**src/rtl/rn_inject_arb.sv**
```systemverilog
// rn_inject_arb: credit-based AW/W/AR flit injection arbiter for a request node.
// Optional feature macro: RN_INJ_AR_PRIO_EN (AR strict priority when unlocked).
module rn_inject_arb #(
    parameter int PAYLOAD_W = 82,
    parameter int TGT_W     = 2,
    parameter int CREDITS   = 4
) (
    input  logic                       clk,
    input  logic                       rst,

    input  logic                       aw_valid,
    output logic                       aw_ready,
    input  logic [PAYLOAD_W-1:0]       aw_payload,
    input  logic [TGT_W-1:0]           aw_tgtid,

    input  logic                       w_valid,
    output logic                       w_ready,
    input  logic                       w_head,
    input  logic                       w_tail,
    input  logic [PAYLOAD_W-1:0]       w_payload,
    input  logic [TGT_W-1:0]           w_tgtid,

    input  logic                       ar_valid,
    output logic                       ar_ready,
    input  logic [PAYLOAD_W-1:0]       ar_payload,
    input  logic [TGT_W-1:0]           ar_tgtid,

    output logic                       noc_valid,
    output logic [PAYLOAD_W+TGT_W+3:0] noc_flit,

    input  logic                       credit_in,
    output logic [3:0]                 credit_cnt,
    output logic                       credit_err
);

    localparam int         FLIT_W   = PAYLOAD_W + TGT_W + 4;
    localparam logic [3:0] CRED_MAX = 4'(CREDITS);

    typedef enum logic [1:0] {
        CH_AW = 2'd0,
        CH_W  = 2'd1,
        CH_AR = 2'd2
    } chan_e;

    typedef enum logic {
        ST_OPEN,
        ST_LOCK
    } state_e;

`ifdef RN_INJ_AR_PRIO_EN
    // AR sits outside the rotation, so W hands the turn back to AW.
    localparam chan_e PTR_AFTER_W = CH_AW;
`else
    localparam chan_e PTR_AFTER_W = CH_AR;
`endif

    state_e              state_q, state_d;
    chan_e               ptr_q, ptr_d;
    logic [3:0]          cred_q, cred_d;
    logic                err_q, err_d;
    logic                nvalid_q, nvalid_d;
    logic [FLIT_W-1:0]   flit_q, flit_d;

    logic                can_grant;
    logic                gnt_aw, gnt_w, gnt_ar;
    logic                any_gnt;
    logic [FLIT_W-1:0]   sel_flit;

    // Grant selection: lock first, then round robin (or AR priority).
    always_comb begin
        gnt_aw    = 1'b0;
        gnt_w     = 1'b0;
        gnt_ar    = 1'b0;
        can_grant = !rst && (cred_q != 4'd0);
        if (can_grant) begin
            if (state_q == ST_LOCK) begin
                gnt_w = w_valid;
            end else begin
`ifdef RN_INJ_AR_PRIO_EN
                if (ar_valid) begin
                    gnt_ar = 1'b1;
                end else if (ptr_q == CH_W) begin
                    if (w_valid)       gnt_w  = 1'b1;
                    else if (aw_valid) gnt_aw = 1'b1;
                end else begin
                    if (aw_valid)      gnt_aw = 1'b1;
                    else if (w_valid)  gnt_w  = 1'b1;
                end
`else
                unique case (ptr_q)
                    CH_W: begin
                        if (w_valid)       gnt_w  = 1'b1;
                        else if (ar_valid) gnt_ar = 1'b1;
                        else if (aw_valid) gnt_aw = 1'b1;
                    end
                    CH_AR: begin
                        if (ar_valid)      gnt_ar = 1'b1;
                        else if (aw_valid) gnt_aw = 1'b1;
                        else if (w_valid)  gnt_w  = 1'b1;
                    end
                    default: begin
                        if (aw_valid)      gnt_aw = 1'b1;
                        else if (w_valid)  gnt_w  = 1'b1;
                        else if (ar_valid) gnt_ar = 1'b1;
                    end
                endcase
`endif
            end
        end
    end

    assign aw_ready = gnt_aw;
    assign w_ready  = gnt_w;
    assign ar_ready = gnt_ar;
    assign any_gnt  = gnt_aw | gnt_w | gnt_ar;

    // Lock state and RR pointer next-state; the pointer never moves mid-burst.
    always_comb begin
        state_d = state_q;
        ptr_d   = ptr_q;
        if (gnt_w) begin
            if (w_tail) begin
                state_d = ST_OPEN;
                ptr_d   = PTR_AFTER_W;
            end else if (state_q == ST_OPEN) begin
                ptr_d = PTR_AFTER_W;
                if (w_head) begin
                    state_d = ST_LOCK;
                end
            end
        end else if (gnt_aw) begin
            ptr_d = CH_W;
        end else if (gnt_ar) begin
`ifdef RN_INJ_AR_PRIO_EN
            ptr_d = ptr_q;
`else
            ptr_d = CH_AW;
`endif
        end
    end

    // Credit counter: grant and return in one cycle cancel out.
    always_comb begin
        cred_d = cred_q;
        err_d  = err_q;
        if (any_gnt && !credit_in) begin
            cred_d = cred_q - 4'd1;
        end else if (!any_gnt && credit_in) begin
            if (cred_q >= CRED_MAX) begin
                err_d = 1'b1;
            end else begin
                cred_d = cred_q + 4'd1;
            end
        end
    end

    // Build the flit for the winning channel; AW/AR are single-flit packets.
    always_comb begin
        sel_flit = '0;
        if (gnt_aw) begin
            sel_flit = {CH_AW, 1'b1, 1'b1, aw_tgtid, aw_payload};
        end else if (gnt_w) begin
            sel_flit = {CH_W, w_head, w_tail, w_tgtid, w_payload};
        end else if (gnt_ar) begin
            sel_flit = {CH_AR, 1'b1, 1'b1, ar_tgtid, ar_payload};
        end
    end

    // Output register: valid pulses one cycle, flit holds when idle.
    always_comb begin
        nvalid_d = any_gnt;
        flit_d   = any_gnt ? sel_flit : flit_q;
    end

    // All state registers with synchronous active-high reset.
    always_ff @(posedge clk) begin
        if (rst) begin
            state_q  <= ST_OPEN;
            ptr_q    <= CH_AW;
            cred_q   <= CRED_MAX;
            err_q    <= 1'b0;
            nvalid_q <= 1'b0;
            flit_q   <= '0;
        end else begin
            state_q  <= state_d;
            ptr_q    <= ptr_d;
            cred_q   <= cred_d;
            err_q    <= err_d;
            nvalid_q <= nvalid_d;
            flit_q   <= flit_d;
        end
    end

    assign noc_valid  = nvalid_q;
    assign noc_flit   = flit_q;
    assign credit_cnt = cred_q;
    assign credit_err = err_q;

endmodule

```
**config.mk**
```make
export PLATFORM = sky130hd
export DESIGN_NAME = rn_inject_arb
export DESIGN_NICKNAME = d
export VERILOG_FILES = /design/src/rtl/rn_inject_arb.sv
export SDC_FILE = /design/constraint.sdc
export NUM_CORES = 1
export LEC_CHECK = 0
export CORE_AREA = 8 8 132 134
export DETAILED_ROUTE_END_ITERATION = 8
export DIE_AREA = 0 0 140 142
export DONT_BUFFER_PORTS = 1
export GPL_TIMING_DRIVEN = 0
export HOLD_SLACK_MARGIN = 0.06
export PLACE_DENSITY = 0.55
export RECOVER_POWER = 25
export SYNTH_ARGS = -nofsm -noshare
export SYNTH_HDL_FRONTEND = slang
export SYNTH_SLANG_ARGS = --single-unit
```
**constraint.sdc**
```tcl
create_clock -name clk -period 3.1 [get_ports clk]
set_input_delay 0.31 -clock clk [delete_from_list [all_inputs] [get_ports clk]]
set_output_delay 0.31 -clock clk [all_outputs]
set_load 0.005 [all_outputs]
```
==> flow_metrics.env <==
export IMPL_post_synth_top_area_fraction_pct=32.9
export IMPL_pre_cts_slack_ns=-0.0502
export IMPL_yosys_area_top_type="dfxtp_1"
export IMPL_ys_warn_count=0
export IMPL_async_flop_share_pct=0
export IMPL_synth_cells=788
export IMPL_routedWlPerCell_um=27.0
export IMPL_ant_nets=0
export IMPL_fin_hold_ws_ns=0.100
export IMPL_grt_busiest_layer="met2"
export IMPL_ir_worst_vdd_v=0.000239
export IMPL_worst_slack_ns=0.219
export IMPL_first_iter_violations=366
export IMPL_area_growth_pct=9.89
export IMPL_rr_startpoint="ptr_q[0]"
export IMPL_start_kind="register"
export IMPL_finClkSkew_ns=0.00637
export IMPL_worstSetupStartpoint="ptr_q[0]"
export IMPL_postCtsHoldBufs=0
export IMPL_use_met1_pct=28.7
export IMPL_via_count=6587
export IMPL_die_y_um=142
export IMPL_start_util_pct=38.2
export IMPL_gp_congestion=0.891
export IMPL_synthFlopType="dfxtp_1"
export IMPL_cts_root_buffer="clkbuf_16"
export IMPL_met2_usage_pct=43.8
export IMPL_grt_max_degree=15
export IMPL_drt_wl_total_mm=26.9
export IMPL_die_w_um=140
export IMPL_rsz0062_at_grt="no"
export IMPL_track_usage_pct=26.2
export IMPL_fmax_mhz=347
export IMPL_diodes=0
export IMPL_synth_area_um2=5890
export IMPL_clk_pin_slew_worst_paths_ns=0.07
export IMPL_clk_path_buf_depth=2
export IMPL_viasPerCell=6.61
export IMPL_die_area_um2=19900
export IMPL_antenna_found_initial=0
export IMPL_layout_nets=1067
export IMPL_tightest_slew_ns=0.696
export IMPL_core_area_um2=15400
export IMPL_dr_pass1_iters=5
export IMPL_num_rows=46
export IMPL_setup_worst_path_class="reg -> reg"
export IMPL_clock_latency_ns=0.35
export IMPL_path_max_fanout=7
export IMPL_hold_path_class="in -> reg"
export IMPL_fin_crit_sh_pct=93.0
export IMPL_setup_violations_final=0
export IMPL_status="finished clean"
export IMPL_powerDensity_nw_per_um2=565
export IMPL_slew_viol_final=0
export IMPL_drive_gt1_share_pct=8.45
export IMPL_ios=357
export IMPL_grt_pass1_vias=6691
export IMPL_avgSynthCellArea_um2=7.48
export IMPL_max_slew_margin_pct=53.6
export IMPL_cts_max_level=3
export IMPL_synth_seq_cells=97
export IMPL_dpl_hpwl_mm=21.2
export IMPL_finalCriticalPeriod_ns=2.88
export IMPL_required_ns=3.34
export IMPL_timing_max_cap_violations=0
export IMPL_post_dp_cell_area_um2=6130
export IMPL_drc=0
export IMPL_grt_ovfl_total=0
export IMPL_numCtsBuffers=9
export IMPL_synth_area_leaders="dfxtp_1, nor3_1, o311ai_1"
export IMPL_numClockSinks=97
export IMPL_synth_enable_flop_cells=0
export IMPL_arrival_ns=3.12
export IMPL_grt_pass1_wl_mm=40.7
export IMPL_grtUsageMet3_pct=11.0
export IMPL_report_final_hold_viol_count=0
export IMPL_tritoncts="yes"
export IMPL_ys_seq_area_share_pct=32.9
export IMPL_setup_worst_path_end_class="register"
export IMPL_synth_cell_type_count=37
export IMPL_min_delay_start="aw_payload[46]"
export IMPL_leakage_nw=2.07
export IMPL_port_buffer_count=0
export IMPL_syn_num_nets=1054
export IMPL_fin_area_um2=6480
==> power breakdown <==
part,internal [mW],total (mW),switching [mW]
combinational,0.343,0.898,0.555
clock,0.668,1.18,0.508
sequential,1.42,1.59,0.169
total,2.43,3.66,1.23
==> cells in the mapped netlist, drive strengths merged, types with 2 or more instances <==
cell and number:
buf 44, ha 6, or3 2, inv 11
dfxtp 97, nand2b 9, xor2 3, nand2 89
nand3 3, o311ai 84, clkbuf 59, o211ai 2
nor2 6, o21ai 86, a211oi 86, a21oi 11
nor3 177, xnor2 2
==> placed cells by master (no fill, tap or decap), types with 2 or more instances in the layout <==
master,count
inv_1,9
nand2b_1,9
dfxtp_1,97
a211oi_1,86
ha_1,4
nand2_1,89
or3_1,2
xnor2_1,2
nor3_2,2
buf_4,10
o21ai_0,84
clkbuf_16,9
o311ai_1,84
xor2_1,3
nor2_1,5
a21oi_1,10
clkbuf_1,60
buf_1,5
nand3_1,3
nor3_1,175
inv_2,2
buf_2,31
clkbuf_8,2
o211ai_2,2
==> registers in the layout (all words and copies together) (netlist names) <==
name and flops:
noc_valid 1, noc_flit 88, ptr_q 2, state_q 1
credit_err 1, credit_cnt 4
==> stage by stage <==
stage | utilization, % | cells | power [mW] | TNS, ns
after floorplan | - | 788 | 2.23 | 0
after global placement | 39.8 | 980 | 2.48 | 0
after detailed placement | 39.8 | 980 | 2.51 | -0.0502
after CTS | 41.8 | 994 | 3.67 | 0
after global routing | 42.0 | 997 | 3.86 | 0
final | 42.0 | 997 | 3.66 | 0
==> cells by family (layout without fill, tap and decap cells) <==
family / after synthesis / after routing / synth area share, %
AOI/OAI and AO/OA: 273 / 273 / 32.7
xor gates and xnor gates: 5 / 5 / 0.743
adders and majority gates: 6 / 6 / 1.27
buffers and inverters: 114 / 131 / 8.49
DFF: 97 / 97 / 32.9
muxes: 1 / 1 / 0.170
and+or+nand+nor: 292 / 292 / 23.6
==> layer usage <==
metal / part of all wire, % / routed length, um
met2: 48 / 13000
met5: 0 / 0
met4: 3.5 / 946
met3: 12 / 3170
met1: 37 / 9860
==> worst max-delay path, cell delays in order, from the launching register on <==
cell,delay [ns]
dfxtp_1,0.39
inv_1,0.06
ha_2,0.37
nand2b_1,0.14
nand2b_1,0.22
o21ai_4,0.30
nand2_1,0.17
ha_4,0.22
xor2_1,0.14
ha_1,0.19
a21oi_1,0.14
xnor2_1,0.13
nand2_1,0.08
xor2_1,0.15
nand2b_1,0.07
==> cell type report <==
cell class | instances | area [um^2]
clock inverter | 2 | 37.5
clock buffer | 13 | 260
inverter | 11 | 41.3
sequential | 97 | 1940
fill | 1635 | 8950
buffer | 102 | 455
timing repair buffer | 3 | 22.5
tap | 192 | 240
multi-input combinational | 577 | 3480
==> final timing paths <==
kind | end | slack (ns) | cells past startpoint
setup / recovery | credit_cnt[2] | 0.22 | 14
hold reg to reg | credit_err | 0.52 | 2
hold / removal | noc_flit[46] | 0.10 | 2
setup reg to reg | credit_cnt[2] | 0.22 | 14
==> timing repair <==
item / 4_1_cts / 5_1_grt
resized for setup: 2 / 3
pin swaps: 0 / 1
setup endpoints to repair: 1 / 2
buffers inserted: 0 / 3
No activity file was read; power rests on OpenSTA's default activity.
